## config.mk

```make
export PLATFORM = sky130hd
export DESIGN_NAME = dvi_tmds_encoder
export DESIGN_NICKNAME = d
export VERILOG_FILES = /design/src/rtl/dvi_tmds_encoder_pkg.sv /design/src/rtl/dvi_tmds_encoder_channel.sv /design/src/rtl/dvi_tmds_encoder.sv
export SDC_FILE = /design/constraint.sdc
export NUM_CORES = 1
export LEC_CHECK = 0
export BUFFER_PORTS_ARGS = -buffer_cell sky130_fd_sc_hd__buf_2
export CAP_MARGIN = 20
export CORE_UTILIZATION = 45
export CTS_CLUSTER_SIZE = 12
export DETAILED_ROUTE_END_ITERATION = 6
export PLACE_DENSITY_LB_ADDON = 0.25
export SYNTH_ARGS = -nofsm -noshare
export SYNTH_HDL_FRONTEND = slang
export SYNTH_HIERARCHICAL = 1
export SYNTH_SLANG_ARGS = --single-unit
```

## constraint.sdc

```tcl
create_clock -name clk -period 5.4 [get_ports clk]
set_input_delay 0.81 -clock clk [delete_from_list [all_inputs] [get_ports clk]]
set_output_delay 0.81 -clock clk [all_outputs]
set_load 0.02 [all_outputs]
```

## src/rtl/dvi_tmds_encoder_pkg.sv

```systemverilog
// Shared video definitions for the DVI TMDS encoder: symbol width, control
// tokens and small helpers used by both pipeline stages.
package dvi_tmds_encoder_pkg;

  localparam int TMDS_W = 10;

  typedef logic [TMDS_W-1:0] tmds_sym_t;

  localparam tmds_sym_t CTRL_TOKEN_00 = 10'h354;
  localparam tmds_sym_t CTRL_TOKEN_01 = 10'h0AB;
  localparam tmds_sym_t CTRL_TOKEN_10 = 10'h154;
  localparam tmds_sym_t CTRL_TOKEN_11 = 10'h2AB;

  function automatic tmds_sym_t ctrl_token(input logic [1:0] c);
    unique case (c)
      2'b00:   return CTRL_TOKEN_00;
      2'b01:   return CTRL_TOKEN_01;
      2'b10:   return CTRL_TOKEN_10;
      default: return CTRL_TOKEN_11;
    endcase
  endfunction

  function automatic logic [3:0] popcount8(input logic [7:0] v);
    logic [3:0] n;
    n = '0;
    for (int i = 0; i < 8; i++) n = n + 4'(v[i]);
    return n;
  endfunction

endpackage

```

## src/rtl/dvi_tmds_encoder_channel.sv

```systemverilog
// One TMDS channel: stage 1 builds the transition-minimised q_m word,
// stage 2 applies DC balancing or substitutes a control token.
module tmds_encode_channel
  import dvi_tmds_encoder_pkg::*;
(
  input  logic       clk,
  input  logic       rst,
  input  logic       en,
  input  logic       den,
  input  logic [1:0] c,
  input  logic [7:0] d,
  output tmds_sym_t  q
);

  logic [8:0]        q_m_nxt;
  logic [8:0]        q_m_s1;
  logic              den_s1;
  logic [1:0]        c_s1;
  logic signed [4:0] cnt;
  logic signed [4:0] cnt_nxt;
  logic signed [4:0] diff;
  logic [3:0]        n1d;
  logic [3:0]        n1;
  logic              use_xnor;
  tmds_sym_t         q_nxt;

  // NOTE: every always_comb output gets a default first so no path leaves it unassigned (no latch).
  always_comb begin
    q_m_nxt  = '0;
    n1d      = popcount8(d);
    use_xnor = (n1d > 4'd4) || ((n1d == 4'd4) && !d[0]);
    q_m_nxt[0] = d[0];
    for (int i = 1; i < 8; i++) begin
      q_m_nxt[i] = use_xnor ? ~(q_m_nxt[i-1] ^ d[i]) : (q_m_nxt[i-1] ^ d[i]);
    end
    q_m_nxt[8] = ~use_xnor;
  end

  // NOTE: sequential state uses non-blocking assignments so all registers update together.
  always_ff @(posedge clk) begin
    if (rst) begin
      den_s1 <= 1'b0;
      c_s1   <= 2'b00;
      q_m_s1 <= '0;
    end else begin
      den_s1 <= en & den;
      c_s1   <= en ? c : 2'b00;
      q_m_s1 <= q_m_nxt;
    end
  end

  // diff = N1 - N0 = 2*N1 - 8, which always fits in 5 signed bits.
  always_comb begin
    n1      = popcount8(q_m_s1[7:0]);
    diff    = $signed({n1, 1'b0}) - 5'sd8;
    q_nxt   = CTRL_TOKEN_00;
    cnt_nxt = cnt;
    if (!den_s1) begin
      q_nxt   = ctrl_token(c_s1);
      cnt_nxt = '0;
    end else if ((cnt == '0) || (diff == '0)) begin
      q_nxt   = {~q_m_s1[8], q_m_s1[8], q_m_s1[8] ? q_m_s1[7:0] : ~q_m_s1[7:0]};
      cnt_nxt = q_m_s1[8] ? (cnt + diff) : (cnt - diff);
    end else if (cnt[4] == diff[4]) begin
      // Both nonzero here, so equal sign bits mean the disparity would grow.
      q_nxt   = {1'b1, q_m_s1[8], ~q_m_s1[7:0]};
      cnt_nxt = cnt + (q_m_s1[8] ? 5'sd2 : 5'sd0) - diff;
    end else begin
      q_nxt   = {1'b0, q_m_s1[8], q_m_s1[7:0]};
      cnt_nxt = cnt - (q_m_s1[8] ? 5'sd0 : 5'sd2) + diff;
    end
  end

  always_ff @(posedge clk) begin
    if (rst) begin
      q   <= CTRL_TOKEN_00;
      cnt <= '0;
    end else begin
      q   <= q_nxt;
      cnt <= cnt_nxt;
    end
  end

endmodule

```

## src/rtl/dvi_tmds_encoder.sv

```systemverilog
// DVI TMDS encoder top: three identical channel encoders; only channel 0
// carries the sync pair as its control input.
module dvi_tmds_encoder
  import dvi_tmds_encoder_pkg::*;
(
  input  logic              clk,
  input  logic              rst,
  input  logic              en,
  input  logic              den,
  input  logic              hsync,
  input  logic              vsync,
  input  logic [7:0]        r,
  input  logic [7:0]        g,
  input  logic [7:0]        b,
  output logic [TMDS_W-1:0] tmds0,
  output logic [TMDS_W-1:0] tmds1,
  output logic [TMDS_W-1:0] tmds2
);

  tmds_encode_channel u_ch0 (
    .clk (clk),
    .rst (rst),
    .en  (en),
    .den (den),
    .c   ({vsync, hsync}),
    .d   (b),
    .q   (tmds0)
  );

  tmds_encode_channel u_ch1 (
    .clk (clk),
    .rst (rst),
    .en  (en),
    .den (den),
    .c   (2'b00),
    .d   (g),
    .q   (tmds1)
  );

  tmds_encode_channel u_ch2 (
    .clk (clk),
    .rst (rst),
    .en  (en),
    .den (den),
    .c   (2'b00),
    .d   (r),
    .q   (tmds2)
  );

endmodule

```

=== After elaboration in Yosys (flattened, before gate mapping) ===
Index checks and enable logic that the tools add are counted.

* Flip-flop bits (word level): 75
* Input port bits: 30
* Logic and storage cells: 207
* Output and inout bits: 30

* Magnitude comparators: 3
* Add/subtract/negate cells: 63
* Bitwise logic cells: 54
* Reduce and logical (&&, ||, !) cells: 21
* Equal/unequal tests: 8
* Multiplexer cells: 47

{| class="wikitable"
|+ Operators by type and width
! cell !! count
|-
| 4-bit by 1-bit adder with 4-bit output || 36
|-
| 10-bit two-way mux || 7
|-
| 5-bit adder || 9
|-
| 5-bit two-way mux || 9
|-
| 5-bit subtractor || 9
|-
| 5-bit logical NOT || 6
|-
| 10-bit case mux with 3 select lines || 1
|-
| 1-bit NOT || 29
|-
| 8-bit two-way mux || 3
|-
| 8-bit NOT || 3
|-
| 1-bit two-way mux || 21
|-
| 1-bit bitwise XOR || 21
|-
| 5-bit subtractor, second input constant || 3
|-
| 1-bit by 1-bit adder with 2-bit output || 6
|-
| 4-bit by 3-bit == test with 1-bit output, second input constant || 3
|-
| 4-bit by 3-bit greater-than comparator with 1-bit output, second input constant || 3
|-
| 2-bit two-way mux || 6
|-
| 1-bit logical OR || 6
|-
| 2-bit OR reduction || 2
|-
| 1-bit == test || 3
|-
| 1-bit logical AND || 3
|-
| 1-bit logical NOT || 3
|-
| 2-bit by 1-bit == test with 1-bit output, second input constant || 1
|-
| 2-bit == test, second input constant || 1
|-
| 2 further kinds || 2
|}

=== Longest topological paths before layout ===
* Depth after elaboration: 29
* Gate-level depth with buffers: 16
* Mapped depth without buffers: 16

=== Modules after synthesis ===
Netlist, hierarchy kept.

{| class="wikitable"
|+ By module, submodules not included
! module !! area an instance (µm²) !! instances !! cells an instance !! sequential area each (µm²)
|-
| tmds_encode_channel (u_ch0 ...) || 1933.1 || 2 || 204 || 520.5
|-
| tmds_encode_channel (u_ch2) || 1949.4 || 1 || 204 || 520.5
|-
| dvi_tmds_encoder || 3.8 || 1 || 1 || 0.0
|}

=== Least setup slack after synthesis ===
Ideal clock, no wire load.

* Path type: register to register
* Start point: register u_ch1.q_m_s1[0]
* End point: register u_ch1.q[3]
* Setup time: 0.075 ns
* Setup slack: 1.101 ns
* Period minus slack after synthesis: 4.299 ns
* Data required time: 5.325 ns
* Stages on the path, launching flop included: 15
* Arrival: 4.225 ns
* Buffers on the path: 1
* Cells stage by stage: dfxtp_1 > fa_1 > inv_1 > fa_1 > fa_1 > inv_1 > ha_1 > fa_1 > xor2_1 > ha_1 > xnor2_1 > mux2i_1 > buf_4 > or3_1 > a31oi_1

* Cells in the longest elaborated chain, start to end: 11
* Elaborated cells between the ends (all ways): 13
* Classes of those cells: 8 x add/sub; 1 x eq/ne; 2 x mux; 2 x reduce/logical

{| class="wikitable"
|+ Ends and longest elaborated chain
! what !! line !! source
|-
| start: declaration || dvi_tmds_encoder_channel.sv:16 || <nowiki>logic [8:0] q_m_s1;</nowiki>
|-
| start signal: assignment || dvi_tmds_encoder_channel.sv:48 || <nowiki>q_m_s1 <= q_m_nxt;</nowiki>
|-
| 1-bit by 1-bit adder with 2-bit output (*) || dvi_tmds_encoder_pkg.sv:26 || <nowiki>for (int i = 0; i < 8; i++) n = n + 4'(v[i]);</nowiki>
|-
| 4-bit by 1-bit adder with 4-bit output (*) (6 in a row) || dvi_tmds_encoder_pkg.sv:26 ||
|-
| 5-bit subtractor (*) || dvi_tmds_encoder_channel.sv:55 || <nowiki>diff = $signed({n1, 1'b0}) - 5'sd8;</nowiki>
|-
| 5-bit logical NOT or 1-bit == test (tied branches) || dvi_tmds_encoder_channel.sv:61, dvi_tmds_encoder_channel.sv:64 ||
|-
| 1-bit logical OR or 10-bit two-way mux (tied branches) || dvi_tmds_encoder_channel.sv:61, dvi_tmds_encoder_channel.sv:64 ||
|-
| 10-bit two-way mux (*) || dvi_tmds_encoder_channel.sv:61 || <nowiki>end else if ((cnt == '0) || (diff == '0)) begin</nowiki>
|-
| end signal: assignment || dvi_tmds_encoder_channel.sv:79 || <nowiki>q <= q_nxt;</nowiki>
|-
| end: declaration || dvi_tmds_encoder_channel.sv:12 || <nowiki>output tmds_sym_t q</nowiki>
|}

Mark *: on every way between the ends. The rest lies on a longest branch, timed or not.
A chain may end at the register's enable or synchronous reset.

=== Worst setup path after layout ===
* Start point: register u_ch0.q_m_s1[0]
* End point: register u_ch0.q[9]

* Cells in the longest elaborated chain, start to end: 12
* Elaborated cells between the ends (all ways): 14
* Classes of those cells: 8 x add/sub; 1 x eq/ne; 3 x mux; 2 x reduce/logical

{| class="wikitable"
|+ Ends and longest elaborated chain
! what !! line !! source
|-
| start: declaration || dvi_tmds_encoder_channel.sv:16 ||
|-
| start signal: assignment || dvi_tmds_encoder_channel.sv:48 ||
|-
| 1-bit by 1-bit adder with 2-bit output (*) || dvi_tmds_encoder_pkg.sv:26 ||
|-
| 4-bit by 1-bit adder with 4-bit output (*) (6 in a row) || dvi_tmds_encoder_pkg.sv:26 ||
|-
| 5-bit subtractor (*) || dvi_tmds_encoder_channel.sv:55 ||
|-
| 5-bit logical NOT or 1-bit == test (tied branches) || dvi_tmds_encoder_channel.sv:61, dvi_tmds_encoder_channel.sv:64 ||
|-
| 1-bit logical OR or 10-bit two-way mux (tied branches) || dvi_tmds_encoder_channel.sv:61, dvi_tmds_encoder_channel.sv:64 ||
|-
| 10-bit two-way mux (*) || dvi_tmds_encoder_channel.sv:61 ||
|-
| 10-bit two-way mux (*) || dvi_tmds_encoder_channel.sv:58 || <nowiki>if (!den_s1) begin</nowiki>
|-
| end signal: assignment || dvi_tmds_encoder_channel.sv:79 ||
|-
| end: declaration || dvi_tmds_encoder_channel.sv:12 ||
|}

Marks and branches as above.

==> results.ini <==
[setup_path]
max_stage_delay_ps = 880
path_cells = fa_1, inv_1, fa_1, fa_1, inv_1, ha_1, fa_1, xor2_1, ha_1, xnor2_1, mux2i_1, mux2i_1, or2_2
r2r-end = u_ch0/q[9]$_SDFF_PP1_
crit_required_ps = 5620
cpMaxStageDelayCell = mux2i_1
worstSetupPathType = flop to flop
cp-end-kind = flop
worstPathArrival_ps = 5160
crit_top_cell = fa_1
cp-start-kind = flop
reg2reg_setup_slack_ps = 460
worst-path-max-fanout = 14
r2r-start = u_ch0/q_m_s1[0]$_SDFF_PP0_
rr_worst_depth = 13

[placement]
post-place-ws_ps = 452
globalplace.congestion = 0.876
hpwl_um = 8670
numPortBuffers = 59

[timing]
finalSetupViolations = 0
max_slew_margin_pct = 27.9
fin_ws_ps = 462
slew_violations = 0
setup_tns_ps = 0
rsz0062_at_grt = false
min_period_ps = 4940
fin_worst_hold_slack_ps = 523
timing.fmax_mhz = 203
clock_skew_ps = 5.77
period_share_pct = 91.4
worstMarginPinSlew_ps = 1050
hold_viol = 0

[cts]
cts.sinks = 78
cts_tree = yes
post_cts_buffers = 0
cts_resized = 0
clk_latency_ps = 340
clkSlewWorstSetupHoldPaths_ps = 50
holdBufCountCts = 0
numCtsBuffers = 9
htree_levels = 3
root_buffer = clkbuf_16
cts_max_path_buffers = 2

[global_route]
antenna_found_initial = 0
grt_util_all_layers_pct = 18.1
overflow = 0
grt_pass1_wl_um = 18700
first_global_vias = 4109
grt_max_degree = 58

[synth]
synth.cell_area_mm2 = 0.00582
ys.flop_type = dfxtp_1
yosysWarnings = 6
synth_top_area_share_pct = 26.8
synth.top_cells.by_area = dfxtp_1, ha_1, fa_1
ys_ff_latch = 78
syn_avg_cell_area_um2 = 9.49
synth_area_leader_cell = dfxtp_1
yosysSeqAreaShare_pct = 26.8
ys_top_cells_by_count = inv_1, dfxtp_1, ha_1
synthCells = 613
async_reset_ff_share_pct = 0
ys_types = 40
synth_edf_count = 0
yosys.cell_count.top_type = inv_1

[detailed_routing]
first_pass_iters = 6
drt-initial-drc-count = 173
routed_wl_um = 11000
viasPerCell = 4.86
vias = 4149
wl_per_cell_um = 12.9
ant_nets = 0
drc = 0

[layout]
drive_gt1_share_pct = 14.2
num_antenna_cells = 0
area_delta_synth_final_pct = 12.8
num-nets-final = 817

[worst_hold_path]
holdPathStages = 2
holdCritPathClass = flop to flop
min_from = u_ch2/q_m_s1[7]$_SDFF_PP0_
min_to = u_ch2/q[7]$_SDFF_PP0_

[floorplan]
io-pin-count = 60
floorplan.initialDensity_pct = 46.1
row_count = 41
core-area_mm2 = 0.0126
dieWidth_um = 116
die_height_um = 116
dieArea_mm2 = 0.0134

[flow_run]
drv_cap = 0

[status]
status = finished clean

[final cells by class]
class	instances	area, µm²
repair buffers	61	310
clock inverters	4	22.5
multi-input cells	418	3800
inverters	108	405
clock buffers	12	246
flip-flops and latches	78	1560
well taps	172	215
fillers	1203	6060
[cell usage in the layout, fill, tap and decap left out, types with 4 or more instances in the layout]
cell type,n
a21o_1,9
a21oi_1,15
a311oi_1,6
a31oi_1,18
and2_1,9
buf_2,59
clkbuf_16,9
conb_1,4
dfxtp_1,78
fa_1,39
ha_1,72
inv_1,108
mux2i_1,9
nand2_1,21
nand3_1,15
nor2_1,51
nor2b_1,6
nor3_1,6
o21ai_0,14
o21ai_1,4
or2_2,5
or3_1,15
xnor2_1,38
xnor2_2,4
xor2_1,24
[sequential cells by signal, indices dropped and copies added (netlist names)]
| register | cells |
|---|---|
| u_ch1/q | 10 |
| u_ch0/c_s1 | 2 |
| u_ch1/c_s1 | 2 |
| u_ch1/den_s1 | 1 |
| u_ch0/den_s1 | 1 |
| u_ch0/q | 10 |
| u_ch0/q_m_s1 | 9 |
| u_ch1/q_m_s1 | 9 |
| u_ch0/cnt | 4 |
| u_ch2/den_s1 | 1 |
| u_ch1/cnt | 4 |
| u_ch2/cnt | 4 |
| u_ch2/c_s1 | 2 |
| u_ch2/q | 10 |
| u_ch2/q_m_s1 | 9 |
[per-layer routing]
metal  track usage, %  wire length, µm  vias to the layer above
met5                0                0                        -
met4             8.29              263                        0
met3             3.29              420                       21
met2             31.5             5460                       99
met1             21.8             4830                     1929
li1                 -                -                     2100
[kinds of logic (layout without fill, tap and decap cells)]
family	after synthesis	count (layout)	synth area share (%)
AOI/OAI and AO/OA	78	78	9.07
xor gates and xnor gates	72	72	12.8
adders and majority gates	111	111	28.9
buffers and inverters	120	185	8.04
DFF	78	78	26.8
muxes	12	12	2.13
other	1	4	0.0644
and+or+nand+nor	141	141	12.1
[worst max-delay path: cells and delay by family, from the launching register on]
kind,cells,cell delay (ps)
adders and majority gates,6,2400
muxes,2,1060
xor gates and xnor gates,2,620
DFF,1,340
and+or+nand+nor,1,320
buffers and inverters,2,90
[per-stage QoR]
stage / util, % / instances / area [µm²]
final: 52.0 / 853 / 6560
after global routing: 52.0 / 853 / 6560
after CTS: 51.9 / 852 / 6560
after detailed placement: 49.8 / 836 / 6290
after global placement: 49.8 / 836 / 6290
after floorplan: - / 616 / 5830
[worst max-delay path by stage]
stage / startpoint / to / slack [ps] / cells after the start
2_1_floorplan: u_ch1/q_m_s1[0]$_SDFF_PP0_ / u_ch1/q[3]$_SDFF_PP0_ / 1100 / 14
3_3_place_gp: u_ch1/q_m_s1[0]$_SDFF_PP0_ / u_ch1/q[9]$_SDFF_PP1_ / 610 / 13
3_5_place_dp: u_ch1/q_m_s1[0]$_SDFF_PP0_ / u_ch1/q[9]$_SDFF_PP1_ / 450 / 13
4_1_cts: u_ch1/q_m_s1[0]$_SDFF_PP0_ / u_ch1/q[9]$_SDFF_PP1_ / 410 / 13
5_1_grt: u_ch0/q_m_s1[0]$_SDFF_PP0_ / u_ch0/q[9]$_SDFF_PP1_ / 110 / 13
6_report: u_ch0/q_m_s1[0]$_SDFF_PP0_ / u_ch0/q[9]$_SDFF_PP1_ / 460 / 13
Power is not shown: default switching activity piles up to over one toggle a cycle in this logic, so the estimate is an artifact.
